==> src/rtl/low_to_high_control.sv <==
// low_to_high_control: measures the rising-edge delay of a path under test.
// Drives pathInput low until pathResult settles low, launches a rising edge,
// then counts clk cycles until pathResult is sampled high. The result is
// reported on delay_cnt with a one-cycle ld_reg strobe and a held fin flag.
//
// Handshake: start is a 4-phase level request. The requester raises start and
// holds it; fin rises once the result (valid or timed out) is on delay_cnt and
// timeout; the requester then drops start and fin falls on the next cycle.
// Dropping start before fin aborts the run and leaves delay_cnt/timeout alone.
module low_to_high_control #(
  parameter int CNT_W         = 8,
  parameter int SETTLE_CYCLES = 4,
  parameter int TIMEOUT       = 200
) (
  input  logic             clk,
  input  logic             rst_n,
  input  logic             start,
  input  logic             pathResult,
  output logic             pathInput,
  output logic             ld_reg,
  output logic             fin,
  output logic             timeout,
  output logic             busy,
  output logic [CNT_W-1:0] delay_cnt
);

  typedef enum logic [1:0] {
    IDLE    = 2'd0,
    SETTLE  = 2'd1,
    MEASURE = 2'd2,
    DONE    = 2'd3
  } state_t;

  localparam logic [CNT_W-1:0] SETTLE_LAST  = CNT_W'(SETTLE_CYCLES - 1);
  localparam logic [CNT_W-1:0] TIMEOUT_LAST = CNT_W'(TIMEOUT - 1);

  state_t           state;
  state_t           nextState;
  logic [CNT_W-1:0] cnt;
  logic             capture;   // pathResult seen high in MEASURE this edge
  logic             expire;    // TIMEOUT reached in SETTLE or MEASURE this edge

  logic             pathInputD;
  logic             ldRegD;
  logic             finD;
  logic             timeoutD;
  logic             busyD;
  logic [CNT_W-1:0] delayCntD;

  // State register and phase counter; cnt restarts at 0 on every state entry.
  always_ff @(posedge clk or negedge rst_n) begin
    if (!rst_n) begin
      state <= IDLE;
      cnt   <= '0;
    end else begin
      state <= nextState;
      if (nextState != state) begin
        cnt <= '0;
      end else if (state == SETTLE || state == MEASURE) begin
        cnt <= cnt + 1'b1;
      end
    end
  end

  // Next-state logic; abort has priority, then capture, then timeout.
  always_comb begin
    nextState = state;
    capture   = 1'b0;
    expire    = 1'b0;
    case (state)
      IDLE: begin
        if (start) nextState = SETTLE;
      end
      SETTLE: begin
        if (!start) begin
          nextState = IDLE;
        end else if (cnt >= SETTLE_LAST && !pathResult) begin
          nextState = MEASURE;
        end else if (cnt == TIMEOUT_LAST) begin
          nextState = DONE;
          expire    = 1'b1;
        end
      end
      MEASURE: begin
        if (!start) begin
          nextState = IDLE;
        end else if (pathResult) begin
          nextState = DONE;
          capture   = 1'b1;
        end else if (cnt == TIMEOUT_LAST) begin
          nextState = DONE;
          expire    = 1'b1;
        end
      end
      DONE: begin
        if (!start) nextState = IDLE;
      end
      default: nextState = IDLE;
    endcase
  end

  // Next values of the registered outputs, derived from the upcoming state.
  always_comb begin
    pathInputD = pathInput;
    ldRegD     = capture;
    finD       = (nextState == DONE);
    busyD      = (nextState == SETTLE) || (nextState == MEASURE);
    timeoutD   = timeout;
    delayCntD  = delay_cnt;
    // pathInput only rises on MEASURE entry, so a SETTLE timeout keeps it low in DONE.
    case (nextState)
      IDLE, SETTLE: pathInputD = 1'b0;
      MEASURE:      pathInputD = 1'b1;
      default:      pathInputD = pathInput;
    endcase
    if (capture) begin
      delayCntD = cnt;
      timeoutD  = 1'b0;
    end else if (expire) begin
      delayCntD = '1;
      timeoutD  = 1'b1;
    end else if (state == DONE && nextState == IDLE) begin
      timeoutD  = 1'b0;
    end
  end

  // Output registers.
  always_ff @(posedge clk or negedge rst_n) begin
    if (!rst_n) begin
      pathInput <= 1'b0;
      ld_reg    <= 1'b0;
      fin       <= 1'b0;
      timeout   <= 1'b0;
      busy      <= 1'b0;
      delay_cnt <= '0;
    end else begin
      pathInput <= pathInputD;
      ld_reg    <= ldRegD;
      fin       <= finD;
      timeout   <= timeoutD;
      busy      <= busyD;
      delay_cnt <= delayCntD;
    end
  end

endmodule

==> config.mk <==
export PLATFORM = sky130hd
export DESIGN_NAME = low_to_high_control
export DESIGN_NICKNAME = d
export VERILOG_FILES = /design/src/rtl/low_to_high_control.sv
export SDC_FILE = /design/constraint.sdc
export NUM_CORES = 1
export LEC_CHECK = 0
export CORE_MARGIN = 10
export CORE_UTILIZATION = 58
export DETAILED_ROUTE_END_ITERATION = 6
export GPL_TIMING_DRIVEN = 0
export PLACE_DENSITY = 0.83
export SYNTH_ARGS = -nofsm -noshare
export SYNTH_HDL_FRONTEND = slang
export SYNTH_SLANG_ARGS = --single-unit
==> constraint.sdc <==
create_clock -name clk -period 5 [get_ports clk]
set_input_delay 0.75 -clock clk [delete_from_list [all_inputs] [get_ports clk]]
set_output_delay 0.75 -clock clk [all_outputs]
set_load 0.01 [all_outputs]
* After elaboration in Yosys (flattened, before gate mapping)
Cells that the tools add are included.
Storage, ports and cells: bits in registers 23, input bits 4, output and inout port bits 13, word-level logic and storage cells 55
Cells by class: add/sub/neg operators 1, $lt $le $gt $ge 1, equal/unequal tests 8, multiplexer cells 25, reductions and logical operators 12
Operators with widths (number):
- $mux W8 | 4
- $mux W2 | 7
- $mux W1 | 11
- $add A8 B1 Y8 const B | 1
- $eq A2 B2 Y1 const B | 4
- $eq A8 B8 Y1 const B | 1
- $ge A8 B2 Y1 const B | 1
- $pmux W2 S4 | 1
- $reduce_bool A2 Y1 | 3
- $eq A2 B1 Y1 const B | 2
- $logic_not A2 Y1 | 2
- $pmux W1 S2 | 2
- $reduce_bool A3 Y1 | 1
- $logic_and A1 B1 Y1 | 2
- $logic_or A1 B1 Y1 | 2
- $ne A2 B2 Y1 | 1
- $reduce_or A2 Y1 | 1
- $logic_not A1 Y1 | 1

* Longest topological paths before layout
depth in word-level cells 10, gate-level depth with buffers 12

* Worst setup path before layout
OpenSTA, ideal clock, no wires.
path kind register to register, from register cnt[0], to register pathInput, setup time 0.125 ns, arrival 2.367 ns, path slack 2.508 ns, cell stages (with the launch flop) 9, period minus slack after synthesis 2.492 ns, cells stage by stage dfrtp_1 ha_1 nor4_4 nand2_2 a211o_1 and3_4 or3_1 ha_1 mux2_2
On the way: word-level cells in the longest chain between the ends 8, elaborated cells on any way between the ends 15, those cells by class order compare: 1; eq/ne: 3; mux: 7; reduce/logical: 4
Ends and longest elaborated chain:
- start: declaration | line 39 | logic [CNT_W-1:0] cnt;
- start signal: assignment | line 60 | cnt <= cnt + 1'b1;
- $ge A8 B2 Y1 or $eq A8 B8 Y1 (tied branches) | line 77, 79, 90
- $logic_and A1 B1 Y1 or $mux W2 (tied branches) | line 77, 79, 90
- $mux W2, on equally long branches | line 77, 87
- $mux W2, on equally long branches | line 75, 85
- $pmux W2 S4 * | line 70 | case (state)
- $eq A2 B1 Y1 or $logic_not A2 Y1 (tied branches) | line 111 | case (nextState)
- $reduce_or A2 Y1 | line 111
- $pmux W1 S2 * | line 111
- net pathInputD | line 43 | logic pathInputD;
- end signal: assignment | line 137 | pathInput <= pathInputD;
- end: declaration | line 19 | output logic pathInput,
Mark *: on every way through the listed nets, which the timed path passes. The rest lies on a longest branch. A chain may end at the register's enable or synchronous reset.

* Worst setup path after layout
from register cnt[0], to register pathInput
On the way: word-level cells in the longest chain between the ends 8, elaborated cells on any way between the ends 15, those cells by class order compare: 1; eq/ne: 3; mux: 7; reduce/logical: 4
Ends and longest elaborated chain:
- $ge A8 B2 Y1 or $eq A8 B8 Y1 (tied branches) | line 77, 79, 90
- $logic_and A1 B1 Y1 or $mux W2 (tied branches) | line 77, 79, 90
- $mux W2, on equally long branches | line 77, 87
- $mux W2, on equally long branches | line 75, 85
- $pmux W2 S4 * | line 70
- net nextState[0] | line 38 | state_t nextState;
- $eq A2 B1 Y1 or $logic_not A2 Y1 (tied branches) | line 111
- $reduce_or A2 Y1 | line 111
- $pmux W1 S2 or $reduce_bool A2 Y1 (tied branches)
Marks and branches as above.

==> results_dict.tcl <==
set metrics [dict create \
    crit_fanout 5 \
    drtIter0Drc 75 \
    min_period_ps 2847 \
    cts-hold-fix-buffers 0 \
    coreArea_um2 2191 \
    start_util_pct 59.97 \
    grt_pass1_wl_mm 4.836 \
    synth_edf_count 0 \
    top_regs "cnt: 8 flops, delay_cnt: 8 flops, state: 2 flops" \
    clk_path_buf_depth 2 \
    relSlewSlack_pct 32.14 \
    core.rowCount 17 \
    post_cts_buffers 0 \
    rsz0062_at_grt "false" \
    grt_max_degree 24 \
    io_pins 17 \
    hpwl_mm 2.178 \
    drc_errors 0 \
    end_kind "flip-flop" \
    required_ps 5200 \
    gp_congestion 0.8482 \
    vias 990 \
    synth_area_um2 1314 \
    cts-root-buf "clkbuf_4" \
    cts_buffers 3 \
    cp.arrival_ps 3050 \
    htreeDepth 1 \
    powerDensity_nw_per_um2 452.4 \
    routedWlPerCell_um 17.17 \
    period_share_pct 56.94 \
    drive_above_1_share_pct 13.57 \
    setup_viol 0 \
    post-place-cells 164 \
    fin_area_um2 1515 \
    cap_violations 0 \
    ys_types 38 \
    syn_nets 135 \
    postPlaceCellArea_um2 1489 \
    synthFlopType "dfrtp_1" \
    worstMarginPinSlew_ps 1015 \
    grt-ovfl-total 0 \
    crit_path_start_kind "flip-flop" \
    clk_latency_ps 300 \
    area_growth_pct 15.33 \
    status "completed" \
    firstDrtPassIters 4 \
    worst_ir_drop_vdd_mv 0.3392 \
    cts.sinks 23 \
    cts_resized 0 \
    path_class "flip-flop to flip-flop" \
    utilization_pct 69.16 \
    yosysWarningCount 0 \
    hp-class "flip-flop to flip-flop" \
    antenna_cells 0 \
    io_buffers 14 \
    nets 154 \
    avgSynthCellArea_um2 10.77 \
    viasPerCell 5.893 \
    finalClockSkew_ps 5.304 \
    cts_tree "done" \
    max_freq_mhz 351.2 \
    fp.dieArea_um2 4569 \
    die_h_um 67.60 \
    track_usage_pct 13.50 \
    grt_pass1_vias 1029 \
    yosysSeqAreaShare_pct 43.81 \
    syn_inst 122 \
    clkTransAtPathRegs_ps 120 \
    power.leakage_nw 0.6582 \
    drv_slew 0 \
    wl_mm 2.884 \
    synthArstFlopShare_pct 100.0 \
    fp.dieW_um 67.60 \
    hold_violations 0 \
    layout.cells.non_filler 168 \
    ys_ff_latch 23 \
    antenna_found_initial 0 \
    fin_setup_tns_ps 0 \
    antenna_left 0 \
]
-- cell type report --
cell class | instances | area (um^2)
flip-flops and latches | 23 | 575.6
clock buffers | 4 | 26.28
well taps | 28 | 35.03
fillers | 162 | 675.6
multi-input cells | 89 | 678.2
repair buffers | 14 | 140.1
inverters | 5 | 18.77
plain buffers | 5 | 41.29
-- per-stage QoR --
stage	power [W]	setup slack [ps]	hold WS (ps)
finish	0.0006855	2153	516.7
global route	0.0007340	2003	539.8
CTS	0.0006892	2169	521.3
detailed placement	0.0006052	2197	489.7
global placement	0.0005881	2287	474.0
floorplan	0.0004781	2508	454.4
-- power breakdown --
| group | switching [W] | leakage [nW] | internal (W) |
|---|---|---|---|
| Sequential | 0.0000322 | 0.307 | 0.000232 |
| Combinational | 0.000174 | 0.337 | 0.000163 |
| Clock | 0.0000531 | 0.0150 | 0.0000311 |
| Total | 0.000259 | 0.658 | 0.000427 |
-- cells by family (layout without fill, tap and decap cells) --
family                   count (synthesis)  after routing  synth area share [%]
AND/OR/NAND/NOR                         42             42                 18.19
AO/OA/AOI/OAI                           29             29                 18.57
flip-flops                              23             23                 43.81
buffers and inverters                   10             28                 4.571
adder cells (fa/ha/maj)                  9              9                 8.572
XOR/XNOR                                 7              7                 4.667
multiplexers                             2              2                 1.619
-- cells in the mapped netlist (all sizes together) (2+ instances only) --
cell    instances  area (um^2)
nor2           12        45.04
inv             5        18.77
o311ai          2        42.55
nand4           5        31.28
xor2            4        35.03
o21ai           3        15.01
or3             3        25.03
o22ai           2        12.51
a21oi           6        30.03
o22a            8        71.32
buf             4        37.53
dfrtp          23        575.6
and3            2        17.52
nand2           9        36.29
nand2b          2        12.51
o21a            2        15.01
ha              9        112.6
nor3            6        30.03
xnor2           3        26.28
-- routing by layer --
metal	share of wire, %	GRT usage [%]
met1	48	16.26
met2	47	23.24
met4	0.35	3.846
met3	4.5	3.306
met5	0	0
-- final timing paths --
check / cells past startpoint / slack [ps] / start / endpoint
setup / recovery: 8 / 2150 / cnt[0] / pathInput
hold / removal: 1 / 520 / delay_cnt[3] / delay_cnt[3]
setup reg to reg: 8 / 2150 / cnt[0] / pathInput
hold reg to reg: 1 / 520 / delay_cnt[3] / delay_cnt[3]
max in group asynchronous: 1 / 3400 / rst_n / state[0]
min in group asynchronous: 1 / 980 / rst_n / delay_cnt[1]
-- layout by cell type, fill, tap and decap left out, types with 3 or more instances in the layout --
cell | synthesis | layout
a21oi_1 | 6 | 6
clkbuf_4 | 0 | 3
clkdlybuf4s50_1 | 0 | 14
dfrtp_1 | 23 | 23
ha_1 | 9 | 9
inv_1 | 5 | 5
nand2_1 | 8 | 8
nand4_1 | 5 | 5
nor2_1 | 12 | 12
nor3_1 | 6 | 6
o21ai_0 | 3 | 3
o22a_1 | 7 | 7
xnor2_1 | 3 | 3
xor2_1 | 4 | 4
-- critical path, stage by stage (launching register included) --
cell and delay, ps:
dfrtp_1 440, ha_1 300, nor4_4 400, nand2_2 110
a211o_1 310, and3_4 180, nor3_1 410, ha_1 250
mux2_2 330
Power figures use the tool's default switching activity.
